**src/rtl/ws2812_pkg.sv**
```systemverilog
// Shared WS2812 definitions: frame controller states and default bit timing
// (12 MHz clock, 1.25 us per bit, 300 us latch gap).
package ws2812_pkg;

    typedef enum logic [2:0] {
        IDLE  = 3'd0,
        FETCH = 3'd1,
        LOAD  = 3'd2,
        SEND  = 3'd3,
        LATCH = 3'd4
    } state_t;

    localparam int DEF_NUM_LEDS  = 20;
    localparam int DEF_T_BIT     = 15;
    localparam int DEF_T0H       = 5;
    localparam int DEF_T1H       = 10;
    localparam int DEF_T_RESET   = 3600;
    localparam int BITS_PER_LED  = 24;

endpackage

```
**src/rtl/ws2812_bit_tx.sv**
```systemverilog
// Single-bit waveform generator: a start pulse begins a T_BIT-cycle bit whose
// high time depends on bit_val; bit_end flags the last cycle of the bit.
module ws2812_bit_tx
    import ws2812_pkg::*;
#(
    parameter int T_BIT = DEF_T_BIT,
    parameter int T0H   = DEF_T0H,
    parameter int T1H   = DEF_T1H
) (
    input  logic i_clk,
    input  logic i_rst_n,
    input  logic start,
    input  logic bit_val,
    output logic dout,
    output logic bit_end
);
    localparam int CW = $clog2(T_BIT + 1);

    logic [CW-1:0] cnt_reg;
    logic [CW-1:0] high_reg;
    logic          active_reg;
    logic          dout_reg;

    assign bit_end = active_reg && (cnt_reg == CW'(T_BIT - 1));
    assign dout    = dout_reg;

    // dout is registered so the line never glitches; it shows cnt < high_time.
    always_ff @(posedge i_clk or negedge i_rst_n) begin
        if (!i_rst_n) begin
            cnt_reg    <= '0;
            high_reg   <= '0;
            active_reg <= 1'b0;
            dout_reg   <= 1'b0;
        end else if (start) begin
            cnt_reg    <= '0;
            high_reg   <= bit_val ? CW'(T1H) : CW'(T0H);
            active_reg <= 1'b1;
            dout_reg   <= 1'b1;
        end else if (active_reg) begin
            if (bit_end) begin
                active_reg <= 1'b0;
                dout_reg   <= 1'b0;
            end else begin
                cnt_reg  <= cnt_reg + CW'(1);
                dout_reg <= (cnt_reg + CW'(1)) < high_reg;
            end
        end
    end

endmodule

```
**src/rtl/ws2812_driver.sv**
```systemverilog
// WS2812 frame driver: reads NUM_LEDS GRB words from a colour ROM and streams
// them back-to-back, prefetching the next word, then holds the latch gap.
module ws2812_driver
    import ws2812_pkg::*;
#(
    parameter int NUM_LEDS = DEF_NUM_LEDS,
    parameter int T_BIT    = DEF_T_BIT,
    parameter int T0H      = DEF_T0H,
    parameter int T1H      = DEF_T1H,
    parameter int T_RESET  = DEF_T_RESET
) (
    input  logic        i_clk,
    input  logic        i_rst_n,
    input  logic        i_start,
    input  logic [7:0]  i_base_addr,
    output logic [7:0]  o_rom_addr,
    output logic        o_rom_ren,
    input  logic [23:0] i_rom_data,
    output logic        o_dout,
    output logic        o_busy,
    output logic        o_done
);
    localparam int         LW       = $clog2(T_RESET + 1);
    localparam logic [8:0] LAST_IDX = 9'(NUM_LEDS - 1);

    state_t        state_reg, state_next;
    logic [7:0]    base_reg, base_next;
    logic [7:0]    index_reg, index_next;
    logic [7:0]    addr_reg;
    logic [23:0]   shift_reg, shift_next;
    logic [23:0]   pf_reg, pf_next;
    logic          pf_pending_reg, pf_pending_next;
    logic          first_reg, first_next;
    logic          done_reg, done_next;
    logic [4:0]    bit_cnt_reg, bit_cnt_next;
    logic [LW-1:0] lat_cnt_reg, lat_cnt_next;

    logic          tx_start, tx_bit, tx_bit_end;
    logic          rom_ren, more_leds;
    logic [7:0]    rom_addr;

    ws2812_bit_tx #(
        .T_BIT (T_BIT),
        .T0H   (T0H),
        .T1H   (T1H)
    ) u_bit_tx (
        .i_clk   (i_clk),
        .i_rst_n (i_rst_n),
        .start   (tx_start),
        .bit_val (tx_bit),
        .dout    (o_dout),
        .bit_end (tx_bit_end)
    );

    assign more_leds  = {1'b0, index_reg} < LAST_IDX;
    assign o_rom_ren  = rom_ren;
    assign o_rom_addr = rom_addr;
    assign o_busy     = (state_reg != IDLE);
    assign o_done     = done_reg;

    always_comb begin
        state_next   = state_reg;
        base_next    = base_reg;
        index_next   = index_reg;
        shift_next   = shift_reg;
        pf_next      = pf_reg;
        first_next   = 1'b0;
        done_next    = 1'b0;
        bit_cnt_next = bit_cnt_reg;
        lat_cnt_next = lat_cnt_reg;
        tx_start     = 1'b0;
        tx_bit       = 1'b0;
        rom_ren      = 1'b0;
        rom_addr     = addr_reg;

        case (state_reg)
            IDLE: begin
                if (i_start) begin
                    base_next  = i_base_addr;
                    index_next = '0;
                    state_next = FETCH;
                end
            end
            FETCH: begin
                rom_ren    = 1'b1;
                rom_addr   = base_reg + index_reg;
                state_next = LOAD;
            end
            LOAD: begin
                shift_next   = i_rom_data;
                tx_start     = 1'b1;
                tx_bit       = i_rom_data[23];
                bit_cnt_next = '0;
                first_next   = 1'b1;
                state_next   = SEND;
            end
            SEND: begin
                // Next LED's word is read while the current one is still shifting.
                if (first_reg && more_leds) begin
                    rom_ren  = 1'b1;
                    rom_addr = base_reg + index_reg + 8'd1;
                end
                if (pf_pending_reg) begin
                    pf_next = i_rom_data;
                end
                if (tx_bit_end) begin
                    if (bit_cnt_reg == 5'(BITS_PER_LED - 1)) begin
                        if (more_leds) begin
                            shift_next   = pf_reg;
                            tx_start     = 1'b1;
                            tx_bit       = pf_reg[23];
                            bit_cnt_next = '0;
                            index_next   = index_reg + 8'd1;
                            first_next   = 1'b1;
                        end else begin
                            lat_cnt_next = '0;
                            state_next   = LATCH;
                        end
                    end else begin
                        shift_next   = {shift_reg[22:0], 1'b0};
                        tx_start     = 1'b1;
                        tx_bit       = shift_reg[22];
                        bit_cnt_next = bit_cnt_reg + 5'd1;
                    end
                end
            end
            LATCH: begin
                if (lat_cnt_reg == LW'(T_RESET - 1)) begin
                    done_next  = 1'b1;
                    state_next = IDLE;
                end else begin
                    lat_cnt_next = lat_cnt_reg + LW'(1);
                end
            end
            default: state_next = IDLE;
        endcase

        pf_pending_next = rom_ren && (state_reg == SEND);
    end

    always_ff @(posedge i_clk or negedge i_rst_n) begin
        if (!i_rst_n) begin
            state_reg      <= IDLE;
            base_reg       <= '0;
            index_reg      <= '0;
            addr_reg       <= '0;
            shift_reg      <= '0;
            pf_reg         <= '0;
            pf_pending_reg <= 1'b0;
            first_reg      <= 1'b0;
            done_reg       <= 1'b0;
            bit_cnt_reg    <= '0;
            lat_cnt_reg    <= '0;
        end else begin
            state_reg      <= state_next;
            base_reg       <= base_next;
            index_reg      <= index_next;
            addr_reg       <= rom_addr;
            shift_reg      <= shift_next;
            pf_reg         <= pf_next;
            pf_pending_reg <= pf_pending_next;
            first_reg      <= first_next;
            done_reg       <= done_next;
            bit_cnt_reg    <= bit_cnt_next;
            lat_cnt_reg    <= lat_cnt_next;
        end
    end

endmodule
```
**config.mk**
```make
export PLATFORM = sky130hd
export DESIGN_NAME = ws2812_driver
export DESIGN_NICKNAME = d
export VERILOG_FILES = /design/src/rtl/ws2812_pkg.sv /design/src/rtl/ws2812_bit_tx.sv /design/src/rtl/ws2812_driver.sv
export SDC_FILE = /design/constraint.sdc
export NUM_CORES = 1
export LEC_CHECK = 0
export ABC_AREA = 1
export BUFFER_PORTS_ARGS = -buffer_cell sky130_fd_sc_hd__buf_2
export CAP_MARGIN = 10
export CORE_UTILIZATION = 45
export DETAILED_ROUTE_END_ITERATION = 10
export PLACE_DENSITY = 0.73
export SLEW_MARGIN = 5
export SYNTH_ARGS = -nofsm -noshare
export SYNTH_HDL_FRONTEND = slang
export SYNTH_HIERARCHICAL = 1
export SYNTH_SLANG_ARGS = --single-unit
```
**constraint.sdc**
```tcl
create_clock -name i_clk -period 5.8 [get_ports i_clk]
set_clock_uncertainty 0.15 [all_clocks]
set_input_delay 0.87 -clock i_clk [delete_from_list [all_inputs] [get_ports i_clk]]
set_output_delay 0.87 -clock i_clk [all_outputs]
set_load 0.02 [all_outputs]
```
==> flow_summary.toml <==
[grt]
grt_max_degree = 65
gr-total-overflow = 0
antenna_found_initial = 0
grt_pass1_wl_um = 19800
grtUsageTotal_pct = 19.5
grt_pass1_vias = 4370

[clocking]
postCtsHoldBufs = 0
cts_sinks = 102
clk_pin_slew_ns = 0.07
cts_tree = "yes"
postCtsSetupRepairBufs = 0
post_cts_resize_count = 0
root_buffer = "clkbuf_16"
clockBufferDepth = 2
clk_latency_ns = 0.35
htreeDepth = 3
cts_buffers = 9

[min_path]
hp-start = "pf_reg[21]"
hp-class = "reg2reg"

[finish]
nets = 774
largest_register_ffs = 24
n_antenna_cell = 0
drive_above_1_share_pct = 14.2
syn_to_final_growth_pct = 11.4
postLayoutCoreUtil_pct = 52.4

[synthesis]
synth-compound-area-share_pct = 11.6
synth_top_family_by_area = "simple AND/OR/NAND/NOR gates"
synth.avg_cell_area_um2 = 8.05
postSynthCellCount = 682
synthTopCellsByArea = "dfrtp_1, nand2_1, nor2_1"
synth-seq-area-share_pct = 46.5
syn_nets = 734
synth-adder-area-share_pct = 4.01
synth_ff_type = "dfrtp_1"
yosysMostFrequentCell = "nand2_1"
synth_edf_count = 0
synth-seq-cells = 102
yosysTopAreaCell = "dfrtp_1"
yosysUniqueCellTypes = 42
async_flop_share_pct = 100
netlist_area_mm2 = 0.00549
synthMuxAreaShare_pct = 4.31
yosys.area_share.simple_pct = 25.0
synth_xor_area_share_pct = 1.76
synthTopCellsByCount = "nand2_1, dfrtp_1, nor2_1, inv_1, nand3_1"
synth_top_area_share_pct = 46.5
ys.warnings.count = 6

[power]
p_int_mw = 1.13
pwr-share-seq_pct = 50.9
switching_share_pct = 24.0
p_sw_mw = 0.357
p_leak_nw = 2.98
clkPwrFrac_pct = 40.7
peakVddDrop_v = 0.000175
p_total_mw = 1.48
p_per_area_mw_per_mm2 = 243
p_comb_share_pct = 8.3

[floorplanning]
core-area_mm2 = 0.0117
die_area_mm2 = 0.0126
pin_count = 47
rows = 39
die_w_um = 112
initial_utilization_pct = 47.1
dieHeight_um = 112

[sta]
slew_headroom_pct = 41.7
setup_violations = 0
hold_viol_final = 0
setup_tns_ns = 0
finalCritPeriodShare_pct = 63.5
worstMarginPinSlew_ns = 0.873
drv_slew = 0
max_clock_freq_ghz = 0.272
finalCriticalPeriod_ns = 3.68
rsz0062_at_grt = "false"

[routing]
drt_wl_total_um = 11500
first_pass_iters = 4
wl_per_cell_um = 13.2
drt_iter0_markers = 226
vias = 4551
viasPerCell = 5.23
ant_nets = 0
drc = 0

[worst_setup_path]
r2r-start = "bit_cnt_reg[0]"
crit_start = "index_reg[0]"
endpoint_kind = "primary output"
critical_path.max_fanout = 5
rrSetupSlack_ns = 2.68
start_kind = "flop"
crit_required_ns = 4.78
cp.arrival_ns = 2.66
criticalPathCategory = "reg2out"

[flow_run]
maxCapViolCount = 0

[placed_design]
dp_hpwl_um = 7980
io_buffer_count = 46
gp_congestion = 0.864

[outcome]
run_status = "finished, final reports clean"
==> final timing paths <==
path	end	cells after the start
hold / removal	pf_reg[21]	2
setup reg to reg	u_bit_tx/high_reg[1]	11
hold reg to reg	pf_reg[21]	2
setup / recovery	o_rom_addr[5]	12
max in group asynchronous	shift_reg[12]	2
min in group asynchronous	addr_reg[7]	1
==> cell type report <==
type	instances	area, um2
repair buffers	48	248
inverters	74	278
clock inverters	4	55.1
multi-input cells	487	2560
fillers	1110	5550
well taps	143	179
clock buffers	12	236
flip-flops and latches	102	2550
==> power by group through the flow <==
stage | Sequential [mW] | Combinational (mW) | Clock, mW
3_3_place_gp | 0.768 | 0.120 | 0
6_report | 0.756 | 0.124 | 0.605
3_5_place_dp | 0.770 | 0.125 | 0
4_1_cts | 0.756 | 0.125 | 0.617
2_1_floorplan | 0.765 | 0.0772 | 0
5_1_grt | 0.759 | 0.143 | 0.641
==> cells in the final DEF, fill, tap and decap left out, drive strengths merged, types with 2 or more instances in the layout <==
| cell type | n |
|---|---|
| a21oi | 19 |
| a31oi | 21 |
| buf | 48 |
| clkbuf | 12 |
| clkinv | 2 |
| dfrtp | 102 |
| ha | 16 |
| inv | 74 |
| mux2 | 21 |
| nand2 | 168 |
| nand3 | 47 |
| nand4 | 5 |
| nor2 | 94 |
| nor3 | 8 |
| o211ai | 4 |
| o21ai | 51 |
| o221ai | 2 |
| o22ai | 5 |
| o31ai | 4 |
| or2 | 3 |
| xnor2 | 3 |
| xor2 | 8 |
==> per-stage QoR <==
stage | hold WS (ns) | cells | setup slack, ns | cell area (um2)
2_1_floorplan | 0.298 | 682 | 2.77 | 5490
3_3_place_gp | 0.312 | 854 | 2.58 | 5820
3_5_place_dp | 0.323 | 854 | 2.50 | 5820
4_1_cts | 0.341 | 870 | 2.13 | 6110
5_1_grt | 0.362 | 870 | 1.85 | 6110
6_report | 0.333 | 870 | 2.12 | 6110
==> logic make-up after synthesis <==
family          Yosys count
simple gates            327
compound gates          111
flops                   102
buf+inv                  93
mux                      21
fa+ha+maj                17
xor+xnor                 11
==> per-layer routing <==
metal  share of wire [%]  vias up  track usage, %
met3                 3.8       11            4.32
met5                   0        -               0
met2                  48       79            34.4
met4                 1.1        0            4.98
met1                  47     2140            24.4
li1                    -     2321               -
==> worst max-delay path: stages (launching register included) <==
cell	delay, ns
dfrtp_1	0.43
ha_1	0.24
fa_1	0.42
nand2_1	0.14
nand2_1	0.12
nor2_1	0.18
nand3_1	0.12
nor2_1	0.14
nand2_1	0.07
nand3_1	0.07
nand2_1	0.06
o211ai_1	0.10
buf_2	0.21
(Power assumes the default switching activity.)
